[src/rtl/updown_sweep_ctrl.sv]
// updown_sweep_ctrl: counts from lo to hi and back for a programmed number of
// sweeps. It advances one step per cycle while tick is high, supports abort, and
// rejects bad configurations with a one-cycle cfg_err pulse.
module updown_sweep_ctrl #(
   parameter int WIDTH = 4,
   parameter int SWP_W = 4
) (
   input  logic             clk,
   input  logic             reset,
   input  logic             start,
   input  logic             abort,
   input  logic             tick,
   input  logic [WIDTH-1:0] lo_lim,
   input  logic [WIDTH-1:0] hi_lim,
   input  logic [SWP_W-1:0] num_sweeps,
   output logic [WIDTH-1:0] count,
   output logic             up_down_sw,
   output logic             busy,
   output logic             done,
   output logic             cfg_err,
   output logic [SWP_W-1:0] sweep_idx
);

   typedef enum logic [1:0] {
      S_IDLE = 2'd0,
      S_UP   = 2'd1,
      S_DOWN = 2'd2,
      S_DONE = 2'd3
   } state_t;

   localparam logic [WIDTH-1:0] CNT_ONE = WIDTH'(1);
   localparam logic [SWP_W-1:0] SWP_ONE = SWP_W'(1);

   state_t           state_reg, state_next;
   logic [WIDTH-1:0] count_reg, count_next;
   logic             dir_reg, dir_next;
   logic             cfg_err_reg, cfg_err_next;
   logic [SWP_W-1:0] sweep_reg, sweep_next;
   logic [WIDTH-1:0] lo_reg, lo_next;
   logic [WIDTH-1:0] hi_reg, hi_next;
   logic [SWP_W-1:0] nsw_reg, nsw_next;

   logic [WIDTH-1:0] count_inc;
   logic [WIDTH-1:0] count_dec;
   logic [SWP_W-1:0] sweep_inc;

   // The run only ever steps toward a limit that it has not yet reached.
   // This keeps the increment and decrement results inside [lo, hi], so
   // no wrap guard is needed.
   assign count_inc = count_reg + CNT_ONE;
   assign count_dec = count_reg - CNT_ONE;
   assign sweep_inc = sweep_reg + SWP_ONE;

   // State and datapath registers; reset clears everything, including the latched limits.
   always_ff @(posedge clk or negedge reset) begin
      if (!reset) begin
         state_reg   <= S_IDLE;
         count_reg   <= '0;
         dir_reg     <= 1'b0;
         cfg_err_reg <= 1'b0;
         sweep_reg   <= '0;
         lo_reg      <= '0;
         hi_reg      <= '0;
         nsw_reg     <= '0;
      end else begin
         state_reg   <= state_next;
         count_reg   <= count_next;
         dir_reg     <= dir_next;
         cfg_err_reg <= cfg_err_next;
         sweep_reg   <= sweep_next;
         lo_reg      <= lo_next;
         hi_reg      <= hi_next;
         nsw_reg     <= nsw_next;
      end
   end

   // Next-state logic. Abort overrides everything, and the count holds on abort.
   always_comb begin
      state_next   = state_reg;
      count_next   = count_reg;
      dir_next     = dir_reg;
      cfg_err_next = 1'b0;
      sweep_next   = sweep_reg;
      lo_next      = lo_reg;
      hi_next      = hi_reg;
      nsw_next     = nsw_reg;

      if (abort) begin
         state_next = S_IDLE;
         dir_next   = 1'b0;
      end else begin
         case (state_reg)
            S_IDLE: begin
               if (start) begin
                  if ((lo_lim >= hi_lim) || (num_sweeps == '0)) begin
                     cfg_err_next = 1'b1;
                  end else begin
                     lo_next    = lo_lim;
                     hi_next    = hi_lim;
                     nsw_next   = num_sweeps;
                     count_next = lo_lim;
                     sweep_next = '0;
                     dir_next   = 1'b1;
                     state_next = S_UP;
                  end
               end
            end
            S_UP: begin
               if (tick) begin
                  count_next = count_inc;
                  if (count_inc == hi_reg) begin
                     state_next = S_DOWN;
                     dir_next   = 1'b0;
                  end
               end
            end
            S_DOWN: begin
               if (tick) begin
                  count_next = count_dec;
                  if (count_dec == lo_reg) begin
                     sweep_next = sweep_inc;
                     if (sweep_inc == nsw_reg) begin
                        state_next = S_DONE;
                     end else begin
                        state_next = S_UP;
                        dir_next   = 1'b1;
                     end
                  end
               end
            end
            S_DONE: begin
               state_next = S_IDLE;
            end
            default: begin
               state_next = S_IDLE;
               dir_next   = 1'b0;
            end
         endcase
      end
   end

   // busy and done decode directly from the state register, so reset clears them at once.
   always_comb begin
      busy = (state_reg == S_UP) || (state_reg == S_DOWN);
      done = (state_reg == S_DONE);
   end

   assign count      = count_reg;
   assign up_down_sw = dir_reg;
   assign cfg_err    = cfg_err_reg;
   assign sweep_idx  = sweep_reg;

endmodule

[config.mk]
export PLATFORM = sky130hd
export DESIGN_NAME = updown_sweep_ctrl
export DESIGN_NICKNAME = d
export VERILOG_FILES = /design/src/rtl/updown_sweep_ctrl.sv
export SDC_FILE = /design/constraint.sdc
export NUM_CORES = 1
export LEC_CHECK = 0
export BUFFER_PORTS_ARGS = -buffer_cell sky130_fd_sc_hd__buf_4
export CAP_MARGIN = 10
export CORE_ASPECT_RATIO = 0.5
export CORE_UTILIZATION = 56
export DETAILED_ROUTE_END_ITERATION = 10
export PLACE_DENSITY = 0.82
export SLEW_MARGIN = 40
export SYNTH_ARGS = -nofsm -noshare
export SYNTH_HDL_FRONTEND = slang
export SYNTH_SLANG_ARGS = --single-unit
[constraint.sdc]
create_clock -name clk -period 2.9 [get_ports clk]
set_clock_uncertainty 0.2 [all_clocks]
set_input_delay 0.435 -clock clk [delete_from_list [all_inputs] [get_ports clk]]
set_output_delay 0.435 -clock clk [all_outputs]
set_load 0.005 [all_outputs]
# Word level (Yosys, flattened, before mapping)
# Index checks and enable logic that the tools add are counted.
# word_totals
regBits	24
latchBits	0
ram_bits	0
mem_bits_ro	0
input_bits	17
output_inout_bits	12
elab_cells	76
mem_count	0
# op_classes
addsub	3
mul	0
div	0
magnitude_cmp	1
n_eq_ne	18
n_shift	0
mux	32
bitwise_logic	2
reduce_logical	12
# op_table
op	n
two-way mux 4 bit	8
inequality test 3 bit (second input constant)	7
AND reduction 6 bit	3
two-way mux 2 bit	8
equality test 4 bit	3
two-way mux 1 bit	12
case mux 4 bit (3 select lines)	1
inequality test 2 bit (second input constant)	5
adder 4 x 1 -> 4 bit (second input constant)	2
case mux 2 bit (4 select lines)	1
case mux 4 bit (2 select lines)	1
AND reduction 8 bit	1
equality test 2 bit (second input constant)	2
>= comparator 4 bit	1
zero test 4 bit	1
AND reduction 4 bit	1
nonzero test 4 bit	1
subtractor 4 x 1 -> 4 bit (second input constant)	1
case mux 1 bit (3 select lines)	1
nonzero test 3 bit	1
equality test 2 x 1 -> 1 bit (second input constant)	1
zero test 2 bit	1
logical OR 1 bit	2
NOT 1 bit	2
nonzero test 2 bit	1

# Longest topological paths before layout
# logic_depth
depth_word	7
depth_mapped	9
ltp_nobuf	8

# Least setup slack after synthesis
# No wires, ideal clock.
# synth_timing
path_type	input port to flip-flop
startpoint	input port lo_lim[0]
endpoint	register count_reg[2] (netlist: count[2])
setup_ns	0.125
arrival_time_ns	2.161
required_ns	2.575
path_slack_ns	0.414
cell_stages	8
n_path_buf	0
path_cell_list	inv_1 -> ha_1 -> nand2b_1 -> a211oi_1 -> o21a_1 -> a21boi_2 -> nor4_4 -> mux2_2
# synth_between
elab_chain_len	4
# synth_rtl
item	line_no	source
start, declared	13	input logic [WIDTH-1:0] lo_lim,
>= comparator 4 bit	95	if ((lo_lim >= hi_lim) || (num_sweeps == '0)) begin
logical OR 1 bit	95	
inequality test 2 bit (no line)	n/a	
AND reduction 6 bit (no line)	n/a	
end signal, assigned	67	count_reg <= count_next;
end, declared	35	logic [WIDTH-1:0] count_reg, count_next;
# No other way between the ends.
# A chain may end at the register's enable or synchronous reset.

# Worst setup path after layout
# layout_timing
startpoint	register count_reg[0] (netlist: count[0])
endpoint	register state_reg[0]
# layout_between
elab_chain_len	4
elab_cells_between_ends	7
cone_classes	add/sub (2); eq/ne (4); reduce/logical (1)
# layout_rtl
item	line_no	source
subtractor 4 x 1 -> 4 bit or adder 4 x 1 -> 4 bit (tied branches)	51, 50	
equality test 4 bit (on tied branches)	120, 111	
inequality test 3 bit (no line)	n/a	
AND reduction 6 bit (no line) (*)	n/a	
end signal, assigned	66	state_reg <= state_next;
end, declared	34	state_t state_reg, state_next;
# Every way passes the cells marked *; elsewhere a longest branch is shown, timed or not.

==> Implementation_results.wiki <==
{| class="wikitable"
! Metric !! Value
|-
| Antenna diode instance count || 0
|-
| Cell Pwr Density || 963.7 mW/mm^2
|-
| Initial standard-cell utilization of the core || 0.6232
|-
| Final Wtd Congestion || 0.8898
|-
| Filler Cells Inserted || 212
|-
| Clk pin slew, worst setup/hold paths || 90 ps
|-
| Post-synth ARST share || 1.000
|-
| Number of cell instances on the worst register-to-register path || 8
|-
| P&R area growth vs syn || 17.85%
|-
| Dominant synthesized flop cell || sky130_fd_sc_hd__dfrtp_1
|-
| Number of placement rows || 13
|-
| Kind of launch point of the worst setup path || flop
|-
| TritonRoute pass-1 iters || 4
|-
| TritonCTS Buffers || 3
|-
| Number of antenna violations at the first check in global routing || 0
|-
| Biggest cell delay along the critical path || 410 ps
|-
| Post-synthesis register bit count || 24
|-
| Top-level port count || 29
|-
| Max_cap viols || 0
|-
| Post-CTS Repair Setup Buffers || 0
|-
| Worst min-delay path category || input port to flop
|-
| TritonCTS clock tree || yes
|-
| Vias per cell || 5.549
|-
| Worst IR Drop VDD || 0.6603 mV
|-
| Synthesized area per cell || 10.14 um^2
|-
| WS Path Type || flop to flop
|-
| Worst-Skew Late Latency || 270 ps
|-
| CP max-delay cell || sky130_fd_sc_hd__nor3_1
|-
| Setup repair after global routing missed its margin || false
|-
| Static leakage power || 0.9292 nW
|-
| Wirelength per Cell || 14.72 um
|-
| DRC marker count from the first detailed-route iteration || 78
|-
| Worst-Margin Slew || 569.0 ps
|-
| Die H || 41.00 um
|-
| Sequential-to-total area share from yosys stat || 0.3527
|-
| Critical Path End Type || flop
|-
| Syn nets || 197
|-
| Number of failing hold endpoints at the final stage || 0
|-
| Critical path cell sequence || buf_4 > ha_1 > xor3_1 > nor3_1 > nand3_1 > a22oi_1 > nor4b_1 > a211oi_1
|-
| Net count of the finished layout || 228
|-
| Root Buffer || sky130_fd_sc_hd__clkbuf_8
|-
| Resized cells post-CTS || 0
|-
| Unique masters post-synth || 46
|-
| Final worst hold slack || 200.3 ps
|-
| Critical Path AT || 2570 ps
|-
| Vias post-DR || 1,304
|-
| Number of enable flip-flop cells after synthesis || 0
|-
| Clock sinks || 24
|-
| Overall fraction of global-route tracks in use || 0.2459
|-
| Finish-stage setup viols || 0
|-
| Residual antenna-violating net count after detailed routing || 0
|-
| Total core area || 0.002733 mm^2
|-
| Vias in the first global route || 1,195
|-
| Global-route wire length before repair || 5.685 mm
|-
| Instance count along the most critical hold path || 2
|-
| Post-route fraction of the period consumed by the critical path || 0.8998
|-
| Reg-to-reg setup timing slack || 290 ps
|-
| Outcome || finished clean
|-
| Overflow left after global routing || 0
|-
| Share of post-route cells with drive strength above 1 || 0.2677
|-
| Minimum clock period after layout || 2609 ps
|-
| Max Freq || 383.2 MHz
|-
| Die extent in x || 79.99 um
|-
| Highest net fanout along the worst path || 7
|-
| Number of instances in the synthesized netlist || 168
|-
| Post-detail-place hpwl || 2.668 mm
|-
| Sum of negative setup slack || 0 ps
|-
| CTS Buffer Depth || 2
|-
| Quantity of I/O buffers inserted on ports || 28
|-
| Floorplan die area || 0.003279 mm^2
|-
| Synth Cell Area || 0.001703 mm^2
|-
| Count of hold-fix buffers inserted at cts || 1
|-
| H-Tree Level Count || 1
|-
| Wire length after detailed routing || 3.460 mm
|-
| Number of remaining DRC errors || 0
|-
| Slew Viols, Final || 0
|-
| Required time reported for the critical path endpoint || 2860 ps
|-
| Yosys Warn Count || 0
|-
| Largest net degree at the start of global routing || 25
|-
| Worst slew slack as a fraction of its limit || 0.6198
|}
-- stage by stage --
stage	cell area, um^2	setup WS, ps	util	power [mW]	instances
finish	2007	290.6	0.7344	1.934	235
global route	2007	135.0	0.7344	2.086	235
CTS	2007	316.1	0.7344	1.943	235
detailed placement	1942	161.6	0.7106	1.703	230
global placement	1942	220.9	0.7106	1.660	230
floorplan	1703	413.9	-	1.421	168
-- worst max-delay path, delay by kind of cell, from the launching register on --
kind,cells,cell delay [ps]
simple gates,3,820
flops,1,380
xor+xnor,1,360
compound gates,2,340
fa+ha+maj,1,230
buf+inv,1,160
-- Yosys cell counts (2+ instances only) --
cell type / count / area [um^2]
sky130_fd_sc_hd__xor2_1: 7 / 61.31
sky130_fd_sc_hd__mux2_2: 10 / 112.6
sky130_fd_sc_hd__dfrtp_1: 24 / 600.6
sky130_fd_sc_hd__nor4_1: 5 / 31.28
sky130_fd_sc_hd__inv_1: 10 / 37.54
sky130_fd_sc_hd__o21ai_0: 7 / 35.03
sky130_fd_sc_hd__ha_1: 12 / 150.1
sky130_fd_sc_hd__buf_6: 2 / 22.52
sky130_fd_sc_hd__nand2b_1: 7 / 43.79
sky130_fd_sc_hd__nand3_1: 3 / 15.01
sky130_fd_sc_hd__xnor2_1: 9 / 78.83
sky130_fd_sc_hd__xor3_1: 2 / 47.55
sky130_fd_sc_hd__a22oi_1: 2 / 15.01
sky130_fd_sc_hd__mux2_1: 2 / 22.52
sky130_fd_sc_hd__a21oi_1: 3 / 15.01
sky130_fd_sc_hd__nor2_1: 9 / 33.78
sky130_fd_sc_hd__clkbuf_1: 2 / 7.510
sky130_fd_sc_hd__a211oi_1: 3 / 22.52
sky130_fd_sc_hd__buf_2: 2 / 10.01
sky130_fd_sc_hd__nor3_1: 4 / 20.02
sky130_fd_sc_hd__and3_1: 2 / 12.51
sky130_fd_sc_hd__mux2i_1: 5 / 50.05
sky130_fd_sc_hd__nand2_1: 11 / 41.29
sky130_fd_sc_hd__nor2b_1: 2 / 12.51
sky130_fd_sc_hd__nand3b_1: 2 / 15.01
-- layout by cell type (no fill, tap or decap), types with 2 or more instances in the layout --
cell,instances
sky130_fd_sc_hd__dfrtp_1,24
sky130_fd_sc_hd__xnor2_1,9
sky130_fd_sc_hd__clkbuf_8,4
sky130_fd_sc_hd__nand2_1,11
sky130_fd_sc_hd__o21ai_0,7
sky130_fd_sc_hd__mux2_2,10
sky130_fd_sc_hd__nor2b_1,2
sky130_fd_sc_hd__nand3_1,3
sky130_fd_sc_hd__a21oi_1,3
sky130_fd_sc_hd__a22oi_1,2
sky130_fd_sc_hd__a211oi_1,3
sky130_fd_sc_hd__nor4_1,5
sky130_fd_sc_hd__inv_1,10
sky130_fd_sc_hd__xor2_1,7
sky130_fd_sc_hd__nor2_1,9
sky130_fd_sc_hd__xor3_1,2
sky130_fd_sc_hd__and3_1,2
sky130_fd_sc_hd__ha_1,12
sky130_fd_sc_hd__buf_4,31
sky130_fd_sc_hd__nand3b_1,2
sky130_fd_sc_hd__mux2i_1,5
sky130_fd_sc_hd__nand2b_1,7
sky130_fd_sc_hd__mux2_1,2
sky130_fd_sc_hd__nor3_1,4
-- worst paths after layout --
check,start,to
worst max register to register,count[0],state_reg[0]
min in group asynchronous,reset,sweep_idx[0]
worst max-delay path,count[0],state_reg[0]
worst min-delay path,num_sweeps[1],nsw_reg[1]
worst min register to register,up_down_sw,up_down_sw
max in group asynchronous,reset,hi_reg[1]
-- power by group --
part,internal (mW),switching [mW]
registers,0.471,0.122
clock network,0.121,0.112
logic,0.571,0.538
-- layout make-up --
type / count / area [um^2] / share of cell area
clock buffers: 4 / 55.05 / 0.02743
inverters: 10 / 37.54 / 0.01870
multi-input cells: 128 / 1025 / 0.5106
flip-flops and latches: 24 / 600.6 / 0.2993
well taps: 37 / 46.29 / 0.02307
repair buffers: 32 / 242.7 / 0.1209
-- metal layers --
layer / GRT usage / wire (um) / vias to the layer above
li1: - / - / 661
met1: 0.3229 / 1767 / 616
met2: 0.4209 / 1569 / 22
met3: 0.06000 / 99 / 5
met4: 0.06696 / 24 / 0
met5: 0 / 0 / -
-- cell families after synthesis --
group | after synthesis | synth area share
compound gates | 29 | 0.1227
xor+xnor | 18 | 0.1102
fa+ha+maj | 12 | 0.08817
buf+inv | 16 | 0.04556
flops | 24 | 0.3527
mux | 17 | 0.1087
simple gates | 52 | 0.1719
(Power assumes the default switching activity.)
